$ cat src/rtl/sub32_serial.sv
// Iterative 32-bit subtractor: a - b - bin, one 4-bit slice per clock, LSB slice first.
// Results and flags are updated only on the final-slice edge, so outputs never show partial work.
module sub32_serial (
  input  logic        m_clock,
  input  logic        p_reset,
  input  logic [31:0] a,
  input  logic [31:0] b,
  input  logic        bin,
  input  logic        start,
  output logic        busy,
  output logic        done,
  output logic [31:0] diff,
  output logic        bout,
  output logic        ov,
  output logic        zero
);

  typedef enum logic [0:0] {StIdle, StRun} state_e;

  state_e      state_q;
  logic [2:0]  k_q;
  logic [31:0] a_q;
  logic [31:0] b_q;
  logic [31:0] work_q;
  logic        borrow_q;

  logic [4:0]  sum;
  logic [31:0] work_d;

  // Operands shift right, so the active slice is always in bits [3:0]; the working
  // diff fills from the top so that slice 0 lands at the bottom after eight shifts.
  always_comb begin
    sum    = {1'b0, a_q[3:0]} + {1'b0, ~b_q[3:0]} + {4'b0, ~borrow_q};
    work_d = {sum[3:0], work_q[31:4]};
  end

  always_ff @(posedge m_clock) begin
    if (p_reset) begin
      state_q  <= StIdle;
      k_q      <= 3'd0;
      a_q      <= '0;
      b_q      <= '0;
      work_q   <= '0;
      borrow_q <= 1'b0;
      busy     <= 1'b0;
      done     <= 1'b0;
      diff     <= '0;
      bout     <= 1'b0;
      ov       <= 1'b0;
      zero     <= 1'b0;
    end else begin
      done <= 1'b0;
      unique case (state_q)
        StIdle: begin
          if (start) begin
            a_q      <= a;
            b_q      <= b;
            borrow_q <= bin;
            work_q   <= '0;
            k_q      <= 3'd0;
            busy     <= 1'b1;
            state_q  <= StRun;
          end
        end
        StRun: begin
          a_q      <= {4'b0, a_q[31:4]};
          b_q      <= {4'b0, b_q[31:4]};
          borrow_q <= ~sum[4];
          work_q   <= work_d;
          k_q      <= k_q + 3'd1;
          if (k_q == 3'd7) begin
            // On the last slice a_q[3]/b_q[3] still hold the original sign bits.
            diff    <= work_d;
            bout    <= ~sum[4];
            ov      <= (a_q[3] != b_q[3]) && (sum[3] != a_q[3]);
            zero    <= (work_d == 32'd0);
            done    <= 1'b1;
            busy    <= 1'b0;
            state_q <= StIdle;
          end
        end
        default: state_q <= StIdle;
      endcase
    end
  end

endmodule

$ cat config.mk
export PLATFORM = sky130hd
export DESIGN_NAME = sub32_serial
export DESIGN_NICKNAME = d
export VERILOG_FILES = /design/src/rtl/sub32_serial.sv
export SDC_FILE = /design/constraint.sdc
export NUM_CORES = 1
export LEC_CHECK = 0
export ABC_AREA = 1
export CAP_MARGIN = 10
export CORE_MARGIN = 5
export CORE_UTILIZATION = 50
export DETAILED_ROUTE_END_ITERATION = 12
export PLACE_DENSITY = 0.88
export SYNTH_ARGS = -nofsm -noshare
export SYNTH_HDL_FRONTEND = slang
export SYNTH_SLANG_ARGS = --single-unit
$ cat constraint.sdc
create_clock -name m_clock -period 6.15 [get_ports m_clock]
set_clock_uncertainty 0.15 [all_clocks]
set_input_delay 1.5375 -clock m_clock [delete_from_list [all_inputs] [get_ports m_clock]]
set_output_delay 1.5375 -clock m_clock [all_outputs]
set_load 0.02 [all_outputs]
==> impl_metrics.toml, run 1 <==
[power_and_ir_drop]
power.total_w = 0.002159
p_int_w = 0.001600
ir_worst_vdd_mv = 0.2295
p_switching_w = 0.0005584
switching_share = 0.2587
p_seq_frac = 0.423
leakage_nw = 3.216
p_clk_frac = 0.480
powerDensity_nw_per_um2 = 299.3
p_comb_frac = 0.097

[synth]
synthTopCellsByArea = "dfxtp_1 (47%), nand2_1 (14%), inv_1 (7.4%)"
synth-simple-area-share = 0.2313
synth_compound_area_frac = 0.1393
syn-cell-area_um2 = 5684
synth_fa_ha_area_frac = 0.01805
yosysMostFrequentCell = "nand2_1"
synth-edff-count = 0
yosys.area_share.xor_xnor = 0.003082
synthCells = 748
synth_top_family_by_area = "simple AND/OR/NAND/NOR gates"
synth_top_area_cell = "dfxtp_1"
syn_avg_cell_area_um2 = 7.599
synth_seq_cells = 134
yosysTopAreaCellShare = 0.4719
synth.distinct_cells = 28
ys_warn_count = 0
synthArstFlopShare = 0
synth_commonest_cells = "nand2_1 (205), dfxtp_1 (134), inv_1 (112), nand3_1 (74), a21oi_1 (42)"
yosysSeqAreaShare = 0.4719
muxShareOfSynthArea = 0
synth_ff_type = "dfxtp_1"
synth_nets = 823

[worst_hold_path]
hold_class = "reg -> reg"
worstHoldStart = "diff[22]$_SDFFE_PP0P_"

[grt]
antenna_found_initial = 0
grtUsageMet2 = 0.3432
track_usage = 0.2077
overflow = 0
grt_first_pass_wirelength_um = 22480
grt-busiest-layer = "met2"
grt_max_degree = 63
grt_pass1_vias = 4827
met3_usage = 0.05648
met1_usage = 0.2612

[drt]
via_per_inst = 5.207
wirelength_um = 13650
drtAntennaViolNets = 0
drtIter0Drc = 441
drcViolationCount = 0
dr.pass1.iters = 5
post_drt_wl_per_cell_um = 13.89
num_vias = 5118

[critical_path]
cp.arrival_ns = 3.39
cp_slowest_cell = "nor2_8"
critPathLaunch = "start"
required_ns = 6.36
startpoint_type = "primary input"
timing.rr.start = "state_q$_SDFF_PP0_"
cp_slowest_stage_delay_ns = 0.69
path_cells = "buf_2 -> buf_4 -> nor2_8 -> inv_4 -> nor2_1 -> o21ai_0 -> inv_1"
cp.buffers_inverters = 4
critical_path.top_delay_family = "simple AND/OR/NAND/NOR gates"
crit_path_end_kind = "flip-flop"
worstSetupPathType = "in -> reg"
cp_max_fo = 62

[cells_and_area]
synthToLayoutAreaGrowth_pct = 26.90
drive_above_1_share = 0.05595
num-fill-cells = 909
post-route-util = 0.6399
n_antenna_cell = 0
layout.nets = 902

[timing]
holdWs_ns = 0.2956
rsz0062_at_grt = "false"
setup_violations = 0
tightest_slew_ns = 1.158
final-max-slew-violation-count = 0
setup-tns-final_ns = 0
relSlewSlack = 0.2269
hold_violations = 0
fmax_mhz = 314.7
post-route-min-period_ns = 3.178
fin_crit_sh = 0.5167

[clocking]
tritoncts = "yes"
cts.sinks = 134
cts-resized-gates = 0
cts_setup_buffers = 0
root_buffer = "clkbuf_16"
cts_hold_buf = 0
cts.path.max_buffers = 2
cts_inserted_buffers = 17
clkLatencyLatePin_ns = 0.42
cts_max_level = 4
clkTransAtPathRegs_ns = 0.06

[floorplan]
dieArea_um2 = 13600
core-area_um2 = 11270
start_util = 0.5043
ios = 105
dieHeight_um = 116.6
rows = 39
fp.dieW_um = 116.6

[outcome]
status = "finished clean"

[placed_design]
io_buffer_count = 104
dp_hpwl_um = 8723
gp_congestion = 0.7969

[job]
maxCapViolCount = 0
==> final timing paths <==
kind | endpoint | slack, ns | depth (start not counted)
max | b_q[27]$_SDFFE_PP0P_ | 2.97 | 7
min | diff[22]$_SDFFE_PP0P_ | 0.30 | 2
max reg2reg | diff[3]$_SDFFE_PP0P_ | 3.56 | 5
min reg2reg | diff[22]$_SDFFE_PP0P_ | 0.30 | 2
==> layout by cell type (no fill, tap or decap) <==
cell type,instances
dfxtp_2,1
buf_4,5
o21ai_0,26
clkdlybuf4s50_1,103
a22o_1,19
o211ai_1,5
clkinv_8,1
dfxtp_1,133
o21ai_1,5
inv_1,112
bufinv_16,2
xor2_1,2
nand4_1,2
inv_4,1
nor2_8,1
nand2_1,205
inv_6,6
ha_1,5
nor3_1,1
nor2_1,31
clkinvlp_4,2
o22ai_1,1
clkinv_4,2
o21a_1,1
nor2_4,1
a21oi_1,42
nand3_1,74
buf_2,1
nor2_2,1
inv_8,2
inv_2,3
a22oi_1,1
o221ai_1,23
clkbuf_16,17
fa_1,2
nand2_2,1
==> worst min-delay path, cell delays in order, from the launching register on <==
cell and delay [ns]:
dfxtp_1 0.31, nand2_1 0.06, nand2_1 0.04
==> metrics by stage <==
step,instance area [um^2],worst slack (ns),cells
3_5_place_dp,6604,2.575,951
2_1_floorplan,5684,3.656,748
4_1_cts,7213,2.985,983
3_3_place_gp,6604,2.629,951
5_1_grt,7213,2.780,983
6_report,7213,2.973,983
==> cell families (layout without fill, tap and decap cells) <==
group / after synthesis / count (layout)
AOI/OAI and AO/OA: 123 / 123
xor gates and xnor gates: 2 / 2
adders and majority gates: 7 / 7
buffers and inverters: 165 / 257
DFF: 134 / 134
and+or+nand+nor: 317 / 317
==> flip-flops by register name, indices dropped and copies added (netlist names), 3 cells and up <==
register	flops
a_q	32
diff	32
work_q	28
k_q	3
b_q	32
==> routing by layer <==
| layer | vias up | part of all wire |
|---|---|---|
| li1 | 2557 | - |
| met1 | 2350 | 0.42 |
| met4 | 0 | 0.017 |
| met5 | - | 0 |
| met3 | 27 | 0.069 |
| met2 | 184 | 0.49 |
==> final cells by class <==
type / instances / area [um^2] / area share
flip-flops and latches: 134 / 2684 / 0.3721
clock inverters: 15 / 183.9 / 0.02550
clock buffers: 17 / 425.4 / 0.05898
multi-input cells: 449 / 2230 / 0.3091
repair buffers: 109 / 1074 / 0.1488
inverters: 116 / 437.9 / 0.06071
well taps: 143 / 178.9 / 0.02480
==> power by group through the flow <==
stage | clock [W] | sequential [W] | combinational (W)
after CTS | 0.00104 | 0.000912 | 0.000209
after global routing | 0.00109 | 0.000915 | 0.000236
after global placement | 0 | 0.000930 | 0.000201
final | 0.00104 | 0.000912 | 0.000210
after detailed placement | 0 | 0.000931 | 0.000206
after floorplan | 0 | 0.000928 | 0.000144
(Power assumes the default switching activity.)
==> inputs of run 2 (changes only) <==
- CORE_UTILIZATION: 50 -> 47
- PLACE_DENSITY: 0.88 -> 0.87
- clock period: 6.15 -> 2.8 ns (I/O delays scaled with it)
==> run 2 against run 1 <==
- first-iteration DRC count grew 5.2%
- sequential power grew 120%
- worst setup slack lost 2.4 ns
- critical endpoint is now diff[29]
- clock power grew 120%
- critical path depth shrank 6
- wire length shrank 0.65%
- sequential share of layout area shrank 0.48 points
- core utilization shrank 2.6 points
- largest power group unchanged
- highest routed layer unchanged
- register-to-register slack lost 2.9 ns
- flip-flop and latch count is the same
==> impl_metrics.toml, run 2 (synthesis gave the netlist of run 1 again) <==
[critical_path]
startpoint_type = "flip-flop"
crit_path_end_kind = "primary output"
cp_slowest_cell = "clkdlybuf4s50_1"
cp_slowest_stage_delay_ns = 0.63
worstSetupPathType = "reg -> out"
cp.arrival_ns = 1.40
cp.buffers_inverters = 1
path_cells = "clkdlybuf4s50_1"
critical_path.top_delay_family = "buffers and inverters"
required_ns = 1.95
cp_max_fo = 2

[timing]
fin_crit_sh = 0.8043
fmax_mhz = 444.0
setup_violations = 0
post-route-min-period_ns = 2.252
rsz0062_at_grt = "false"
relSlewSlack = 0.7228
setup-tns-final_ns = 0
final-max-slew-violation-count = 0
tightest_slew_ns = 0.4158
hold_violations = 0
holdWs_ns = 0.3001

[placed_design]
io_buffer_count = 104
gp_congestion = 0.8190
dp_hpwl_um = 9097
dp.cells = 963

[cells_and_area]
multiInputGateArea_um2 = 2230
n_antenna_cell = 0
synthToLayoutAreaGrowth_pct = 28.55
final_cell_mix = "nand2_1 (205), dfxtp_1 (133), inv_1 (112), clkdlybuf4s50_1 (103), nand3_1 (74)"
layout.nets = 910
regArea_um2 = 2684
num-fill-cells = 997
drive_above_1_share = 0.06486
largestRegisters = "a_q (32), b_q (32), diff (32)"
layout_commonest_cell = "nand2_1"
final_cells = 995

[clocking]
cts_max_level = 4
root_buffer = "clkbuf_16"
tritoncts = "yes"
cts-resized-gates = 0
clkLatencyLatePin_ns = 0.42
cts.path.max_buffers = 2
cts_setup_buffers = 0
cts_inserted_buffers = 17
cts.sinks = 134
clkTransAtPathRegs_ns = 0.06
cts_hold_buf = 0

[grt]
antenna_found_initial = 0
grt_first_pass_wirelength_um = 22640
overflow = 0
track_usage = 0.1916
grt_pass1_vias = 4803
grt_max_degree = 58

[drt]
dr.pass1.iters = 6
wirelength_um = 13560
drcViolationCount = 0
num_vias = 5117
drtIter0Drc = 464
drtAntennaViolNets = 0
via_per_inst = 5.143
post_drt_wl_per_cell_um = 13.63

[floorplan]
core-area_um2 = 11910
dieHeight_um = 120.0
dieArea_um2 = 14390
start_util = 0.4772
fp.dieW_um = 120.0
rows = 40
ios = 105

[power_and_ir_drop]
leakage_nw = 3.267
ir_worst_vdd_mv = 0.3697
powerDensity_nw_per_um2 = 653.3
power.total_w = 0.004773

[job]
maxCapViolCount = 0

[worst_hold_path]
hold_class = "reg -> reg"

[outcome]
status = "finished clean"
## run 2: final timing paths
check / start / end / slack (ns) / depth (start not counted)
worst max-delay path: diff[29]$_SDFFE_PP0P_ / diff[29] / 0.55 / 1
worst min-delay path: diff[21]$_SDFFE_PP0P_ / diff[21]$_SDFFE_PP0P_ / 0.30 / 2
worst max register to register: a_q[0]$_SDFFE_PP0P_ / zero$_SDFFE_PP0P_ / 0.65 / 9
worst min register to register: diff[21]$_SDFFE_PP0P_ / diff[21]$_SDFFE_PP0P_ / 0.30 / 2
## run 2: final cells by class
| type | count | share of cell area |
|---|---|---|
| flip-flops and latches | 134 | 0.3673 |
| multi-input cells | 449 | 0.3051 |
| repair buffers | 117 | 0.1586 |
| inverters | 116 | 0.05993 |
| clock buffers | 17 | 0.05822 |
| clock inverters | 15 | 0.02568 |
| well taps | 147 | 0.02517 |
## run 2: layer usage
metal | track usage | vias up | wire, um
li1 | - | 2570 | -
met1 | 0.2492 | 2329 | 6083
met2 | 0.3028 | 190 | 6283
met3 | 0.05702 | 28 | 961
met4 | 0.06657 | 0 | 235
met5 | 0 | - | 0
## run 2: stage by stage
step	utilization	setup slack (ns)	instance area, um^2
floorplan	-	0.8454	5684
CTS	0.6134	0.5260	7307
finish	0.6134	0.5480	7307
global placement	0.5620	0.5026	6694
global route	0.6134	0.4758	7307
detailed placement	0.5620	0.4544	6694
## run 2: power breakdown
part / switching (W) / leakage, nW / internal, W / total, W
logic: 0.000266 / 1.88 / 0.000203 / 0.000469
clock network: 0.000876 / 0.297 / 0.00142 / 0.00230
registers: 0.0000355 / 1.09 / 0.00197 / 0.00201
total: 0.00118 / 3.27 / 0.00360 / 0.00477
==> inputs of run 3 (changes only) <==
- CORE_UTILIZATION: 47 -> 50
- PLACE_DENSITY: 0.87 -> 0.88
- clock period: 2.8 -> 2.2 ns (I/O delays scaled with it)
==> run 3 against run 2 <==
- power grew 22%
- worst setup slack lost 0.46 ns
- register-to-register slack worse by 0.55 ns
- count of clock-buffer cells in the layout increased by 2
- die area decreased by 5.5%
- wire length is 0.18% lower
- critical path depth is the same
- critical endpoint is now bout
- largest cell class unchanged
- largest power group unchanged
==> impl_metrics.toml, run 3 (synthesis gave the netlist of run 1 again) <==
[drt]
post_drt_wl_per_cell_um = 13.64
dr.pass1.iters = 5
wirelength_um = 13540
drtAntennaViolNets = 0
drcViolationCount = 0
via_per_inst = 5.102
drtIter0Drc = 376
num_vias = 5066

[power_and_ir_drop]
power.total_w = 0.005837
powerDensity_nw_per_um2 = 799.5
leakage_nw = 3.261
ir_worst_vdd_mv = 0.4710

[timing]
hold_violations = 0
post-route-min-period_ns = 2.107
holdWs_ns = 0.2936
setup_violations = 0
fmax_mhz = 474.5
final-max-slew-violation-count = 0
tightest_slew_ns = 0.5908
fin_crit_sh = 0.9579
relSlewSlack = 0.6061

[critical_path]
required_ns = 1.50
r2r-end = "zero$_SDFFE_PP0P_"
worstSetupPathType = "reg -> out"
cp_slowest_stage_delay_ns = 0.63
path_cells = "clkdlybuf4s50_1"
crit_path_end_kind = "primary output"
timing.rr.start = "a_q[0]$_SDFFE_PP0P_"
startpoint_type = "flip-flop"
regToRegSetupSlack_ns = 0.10
critical_path.top_delay_family = "buffers and inverters"
r2r_cells = 9
cp.buffers_inverters = 1
cp_max_fo = 2
cp_slowest_cell = "clkdlybuf4s50_1"
cp.arrival_ns = 1.41

[clocking]
clkTransAtPathRegs_ns = 0.06
cts.path.max_buffers = 2
cts.sinks = 134
clkLatencyLatePin_ns = 0.41
tritoncts = "yes"
cts_inserted_buffers = 17
cts_setup_buffers = 0
root_buffer = "clkbuf_16"
cts_max_level = 4

[placed_design]
io_buffer_count = 104
dp_hpwl_um = 9269
placed_cell_area_um2 = 6729
gp_congestion = 0.8647

[worst_hold_path]
hold_class = "reg -> reg"
worstHoldStart = "diff[22]$_SDFFE_PP0P_"
min_path_cells = 2
holdPathEnd = "diff[22]$_SDFFE_PP0P_"

[floorplan]
core-area_um2 = 11270
start_util = 0.5043
ios = 105
dieHeight_um = 116.6
rows = 39
fp.dieW_um = 116.6
dieArea_um2 = 13600

[outcome]
status = "finished clean"

[cells_and_area]
largestRegisters = "a_q (32), b_q (32), diff (32)"
num-fill-cells = 901
layout_commonest_cell = "nand2_1"
synthToLayoutAreaGrowth_pct = 28.44
n_antenna_cell = 0
drive_above_1_share = 0.06706
regArea_um2 = 2684
design_area_um2 = 7301
multiInputGateArea_um2 = 2235
final_cell_mix = "nand2_1 (205), dfxtp_1 (133), inv_1 (112), clkdlybuf4s50_1 (103), nand3_1 (74)"
layout.nets = 912
post-route-util = 0.6477

[grt]
grt_first_pass_wirelength_um = 21920
antenna_found_initial = 0
track_usage = 0.2031
grt_pass1_vias = 4720
grt_max_degree = 58
overflow = 0

[job]
maxCapViolCount = 0
==> run 3: cell count changes in the layout (fill, tap and decap cells not counted), sizes merged <==
cell / before / now
buf: 14 / 16
clkbuf: 17 / 19
clkinv: 3 / 6
inv: 123 / 119
bufinv: 3 / 1
clkinvlp: 2 / 3
==> run 3: worst max-delay path by stage <==
stage	slack, ns	cells after the start	from	end
after floorplan	0.25	9	a_q[0]$_SDFFE_PP0P_	zero$_SDFFE_PP0P_
after global placement	0.14	5	p_reset	k_q[0]$_SDFFE_PP0P_
after detailed placement	0.09	5	p_reset	k_q[0]$_SDFFE_PP0P_
after CTS	0.08	1	bout$_SDFFE_PP0P_	bout
after global routing	-0.01	9	a_q[0]$_SDFFE_PP0P_	zero$_SDFFE_PP0P_
final	0.09	1	bout$_SDFFE_PP0P_	bout
==> run 3: metal layers <==
layer | global-route usage | routed length, um
met4 | 0.08028 | 352
met2 | 0.3307 | 6380
met1 | 0.2507 | 5878
met3 | 0.06477 | 928
met5 | 0 | 0
==> run 3: timing repair <==
action                                 CTS  global route
gates resized for setup                  0             1
endpoints found under the hold margin    0             0
setup endpoints to repair                0             1
hold buffers                             0             0
==> run 3: layout make-up <==
cell class                      instances  share of cell area
Clock buffer                           19             0.06067
Tap cell                              143             0.02451
Timing Repair Buffer                  119              0.1642
Sequential cell                       134              0.3676
Multi-Input combinational cell        449              0.3061
Clock inverter                         13             0.01697
Inverter                              116             0.05998
==> run 3: where the power goes <==
part | internal, W | switching [W]
clock | 0.00159 | 0.00108
combinational | 0.000266 | 0.000338
sequential | 0.00251 | 0.0000481
==> run 3: through the flow <==
| stage | setup WS [ns] | TNS (ns) | instances |
|---|---|---|---|
| 2_1_floorplan | 0.2454 | 0 | 748 |
| 3_3_place_gp | 0.1430 | 0 | 961 |
| 3_5_place_dp | 0.09382 | 0 | 961 |
| 4_1_cts | 0.08440 | 0 | 993 |
| 5_1_grt | -0.01451 | -0.01451 | 993 |
| 6_report | 0.09255 | 0 | 993 |
==> RTL change 1 (flow settings as in run 3) <==
Put one more register stage on the output `diff`, cleared by the reset. The value now appears one clock later. The other outputs are not delayed to match.
--- a/src/rtl/sub32_serial.sv
+++ b/src/rtl/sub32_serial.sv
@@ -18,2 +18,4 @@
   typedef enum logic [0:0] {StIdle, StRun} state_e;
+
+  logic [31:0] diff_s0;
 
@@ -46,3 +48,3 @@
       done     <= 1'b0;
-      diff     <= '0;
+      diff_s0  <= '0;
       bout     <= 1'b0;
@@ -72,3 +74,3 @@
             // On the last slice a_q[3]/b_q[3] still hold the original sign bits.
-            diff    <= work_d;
+            diff_s0 <= work_d;
             bout    <= ~sum[4];
@@ -86,2 +88,10 @@
 
+  always_ff @(posedge m_clock) begin
+    if (p_reset) begin
+      diff <= '0;
+    end else begin
+      diff <= diff_s0;
+    end
+  end
+
 endmodule
Check against the original RTL: not equivalent (Yosys sat finds a counterexample within 10 cycles, from zero or initial values and one cycle with p_reset high).
==> RTL change 1 against run 3 <==
Largest cell class unchanged. Sequential cell count up 32. Design area up 12%. Global-route usage up 0.058 points. Setup slack worse by 0.032 ns. First-iteration DRC count down 7.7%. Hold slack worse by 0.024 ns. Power up 11%. Wire length up 9.2%. Sequential power up 23%. Final cell count up 13%. Synthesized area up 14%.
==> RTL change 1: results (changes against run 3) <==
| Metric | Value |
|---|---|
| Sequential area share after synthesis | 51.2% (+4.0 points) |
| CP max stage cell | clkdlybuf4s50_1 |
| Hold path startpoint | diff_s0[17] |
| WL met2 | 7.29 mm (+14%) |
| Final Critical Period | 2.14 ns (+0.0321 ns) |
| Number of antenna violations at the first check in global routing | 1 (+1) |
| Synth Area in Compound Gates | 11.8% (-2.1 points) |
| Wire per inst | 13.2 um (-3.5%) |
| Post-synth top cells | nand2_1, dfxtp_1, inv_1, nand3_1, nor2_1 |
| CP arrival | 1.44 ns (+0.03 ns) |
| Mapped Cells | 853 (+14%) |
| Synth area leaders | dfxtp_1, nand2_1, inv_1 |
| Layout cells sized above 1 | 6.20% (-0.51 points) |
| Rel. slew slack | 70.7% (+10 points) |
| Critical path startpoint | ov |
| Asr flop ratio synth | 0% (unchanged) |
| Internal power | 4.85 mW (+11%) |
| Yosys cell types | 27 (-3.6%) |
| Number of global-route vias before repair | 5385 (+14%) |
| Worst-case vdd ir drop | 0.000458 V (-2.7%) |
| Routed length on met1 | 6.32 mm (+7.6%) |
| Place WS | 0.189 ns (+0.0953 ns) |
| Uppermost routed layer | met5 |
| # fillers | 1059 (+18%) |
| Met3 wire length | 972 um (+4.7%) |
| Via count | 5616 (+11%) |
| Syn_nets | 928 (+13%) |
| DRT iter0 DRCs | 347 (-7.7%) |
| Post-detail-place hpwl | 10.2 mm (+9.6%) |
| Leak | 3.59 nW (+10%) |
| First-pass GRT wire length | 24.8 mm (+13%) |
| Status | finished, final reports clean |
| Final Net Count | 1014 (+11%) |
| Top-area cell type share of the netlist area | 51.2% (+4.0 points) |
| GP Congestion | 0.862 (-0.35%) |
| Final std cells w/o fill | 1124 (+13%) |
| Tot GR Track Use | 20.4% (+0.058 points) |
| Synth Area in XOR/XNOR | 0% (-0.31 points) |
| Synthesized-area fraction occupied by adder cells | 1.58% (-0.22 points) |
-- RTL change 1: final timing paths --
check / endpoint / slack [ns] / cells past startpoint
setup reg to reg: zero / 0.18 / 9
hold reg to reg: diff[17] / 0.27 / 2
hold / removal: diff[17] / 0.27 / 2
setup / recovery: ov / 0.06 / 1
-- RTL change 1: power groups by stage --
| stage | Sequential, mW | Combinational [mW] | Clock, mW |
|---|---|---|---|
| global placement | 3.20 | 0.578 | 0 |
| global route | 3.14 | 0.678 | 2.92 |
| CTS | 3.14 | 0.598 | 2.80 |
| detailed placement | 3.20 | 0.593 | 0 |
| finish | 3.14 | 0.600 | 2.77 |
| floorplan | 3.19 | 0.382 | 0 |
-- RTL change 1: layer usage --
layer,vias up,GRT usage (%)
met1,2562,25.2
li1,2841,-
met4,2,5.54
met3,18,5.72
met2,193,34.9
met5,-,0
-- RTL change 1: cell families (layout without fill, tap and decap cells) --
kind of cell	count (synthesis)	in the layout
simple gates	365	365
buf+inv	190	289
flops	166	166
compound gates	125	125
fa+ha+maj	7	7
-- RTL change 1: tightest hold or removal path, cell delays in order (launching register included) --
cell and delay (ns):
dfxtp_1 0.30, inv_1 0.04, nor2_1 0.04
-- RTL change 1: cell type report --
cell class                      instances  area [um2]  share of cell area, %
Clock buffer                           18         439                   5.36
Clock inverter                         14         121                   1.48
Inverter                              139         523                   6.39
Multi-Input combinational cell        497        2380                   29.0
Sequential cell                       166        3320                   40.6
Tap cell                              172         215                   2.63
Timing Repair Buffer                  118        1190                   14.5
==> RTL change 2 (flow settings as in run 3) <==
Made on the original files. Reset style: asynchronous (`p_reset`), changed in one clocked block.
--- a/src/rtl/sub32_serial.sv
+++ b/src/rtl/sub32_serial.sv
@@ -36,3 +36,3 @@
 
-  always_ff @(posedge m_clock) begin
+  always_ff @(posedge m_clock or posedge p_reset) begin
     if (p_reset) begin
Check against the original RTL: differs if p_reset is asserted again (counterexample within 4 cycles, from zero or initial values and one cycle with p_reset high); with p_reset held inactive, the same outputs for 10 cycles.
==> RTL change 2 against run 3 <==
Critical path depth unchanged. Setup slack lost 0.034 ns. Global-route usage grew 0.44 points. Design area shrank 0.24%. Via count decreased by 12%. Count of clock-buffer cells in the layout is 1 lower. Hold slack better by 0.038 ns. Synthesized area fell by 3.4%. Sequential cell count unchanged. Wire length fell by 4.3%. Highest routed layer unchanged.
Power is not compared: it rests on default switching activity, and its combinational part moved more than twofold at a synthesized area within 25%.
==> RTL change 2: results (changes against run 3) <==
| Metric | Value |
|---|---|
| Synth Area in XOR/XNOR | 0.160% (-0.15 points) |
| FMAX | 467 MHz (-1.6%) |
| Layout cells sized above 1 | 7.43% (+0.73 points) |
| Place WS | 0.102 ns (+0.00867 ns) |
| Post-synth top cells | nand2_1, dfrtp_1, inv_1, o21ai_1, o22ai_1 |
| First-pass GRT wire length | 21.5 mm (-1.9%) |
| Met1 Track Usage GR | 26.2% (+1.2 points) |
| Status | finished, final reports clean |
| Via count | 4468 (-12%) |
| CP arrival | 1.44 ns (+0.03 ns) |
| Crit-path max FO | 1 (-1) |
| Max incr delay on CP | 0.59 ns (-0.04 ns) |
| Final wirelength | 13.0 mm (-4.3%) |
| CP max stage cell | clkdlybuf4s50_1 |
| Met3 Track Usage GR | 5.05% (-1.4 points) |
| # fillers | 813 (-9.8%) |
| Syn_nets | 647 (-21%) |
| Syn. warnings | 0 (unchanged) |
| Min-delay worst type | in -> async |
| Synth area leaders | dfrtp_1, nand2_1, inv_1 |
| Most used DFF post-synth | dfrtp_1 |
| Ant diodes | 0 (unchanged) |
| Met2 Usage GRT | 34.7% (+1.6 points) |
| Synthesized-area fraction occupied by adder cells | 1.87% (+0.064 points) |
| Yosys cell types | 27 (-3.6%) |
| Post-detail-place hpwl | 8.71 mm (-6.0%) |
| Clock Root Buffer | clkbuf_8 |
| Asr flop ratio synth | 100% (+100 points) |
| Area growth from synthesis to layout | 32.7% |
| Max clock buf depth | 2 (unchanged) |
| Sequential area share after synthesis | 61.1% (+14 points) |
| Clk_lat worst skew | 0.53 ns (+0.12 ns) |
| GP Congestion | 0.866 (about the same) |
| Reg clk slew, reported paths | 0.06 ns (about the same) |
| Largest net degree at the start of global routing | 64 (+10%) |
| Wire per inst | 15.7 um (+15%) |
| Tot GR Track Use | 20.7% (+0.44 points) |
| Mapped Cells | 572 (-24%) |
| Port bufs | 104 (unchanged) |
| Cell Area, Placed | 6680 um2 (-0.71%) |
| Cells after DPL | 794 (-17%) |
| Number of global-route vias before repair | 4585 (-2.9%) |
| DRT iter0 DRCs | 328 (-13%) |
| Synth Area in Compound Gates | 14.1% (+0.17 points) |
| Final Net Count | 748 (-18%) |
| Rel. slew slack | 68.2% (+7.6 points) |
-- RTL change 2: kinds of logic (layout without fill, tap and decap cells) --
family,count (synthesis),after routing
buffers and inverters,97,211
adders and majority gates,7,7
and+or+nand+nor,214,214
DFF,134,134
xor gates and xnor gates,1,1
AOI/OAI and AO/OA,119,119
-- RTL change 2: final cells by class --
class | instances | share of cell area [%]
inverters | 64 | 3.38
repair buffers | 115 | 16.2
flip-flops and latches | 134 | 46.0
well taps | 140 | 2.41
clock buffers | 18 | 5.88
clock inverters | 14 | 2.41
multi-input cells | 341 | 23.7
-- RTL change 2: repair_timing --
| action | 4_1_cts | 5_1_grt |
|---|---|---|
| pin swaps | 0 | 3 |
| endpoints found under the setup margin | 25 | 12 |
| resized for setup | 25 | 12 |
-- RTL change 2: final timing paths --
| check | slack, ns | to | cells past startpoint | start |
|---|---|---|---|---|
| min reg2reg | 0.33 | diff[2] | 2 | diff[2] |
| max in group asynchronous | 1.13 | diff[10] | 3 | p_reset |
| max reg2reg | 0.06 | zero | 10 | borrow_q |
| min | 0.33 | a_q[27] | 3 | p_reset |
| min in group m_clock | 0.33 | diff[2] | 2 | diff[2] |
| max | 0.06 | done | 1 | done |
-- RTL change 2: metal layers --
metal	wire length [um]	share of wire, %
met2	6510	50
met4	238	1.8
met5	0	0
met3	888	6.8
met1	5320	41
-- RTL change 2: power by group --
part | switching [mW] | internal (mW) | total (mW)
logic | 2.34 | 1.48 | 3.83
clock network | 1.08 | 1.76 | 2.84
registers | 0.500 | 3.47 | 3.97
total | 3.92 | 6.71 | 10.6
-- RTL change 2: metrics by stage --
step | total power, mW | hold WS [ns]
floorplan | 6.50 | 0.299
global placement | 7.72 | 0.316
detailed placement | 7.94 | 0.325
CTS | 10.7 | 0.321
global route | 11.3 | 0.346
finish | 10.6 | 0.331
-- RTL change 2: tightest hold or removal path: stages --
cell and delay, ns:
clkdlybuf4s50_1 0.44, clkinvlp_4 0.13, buf_12 0.26
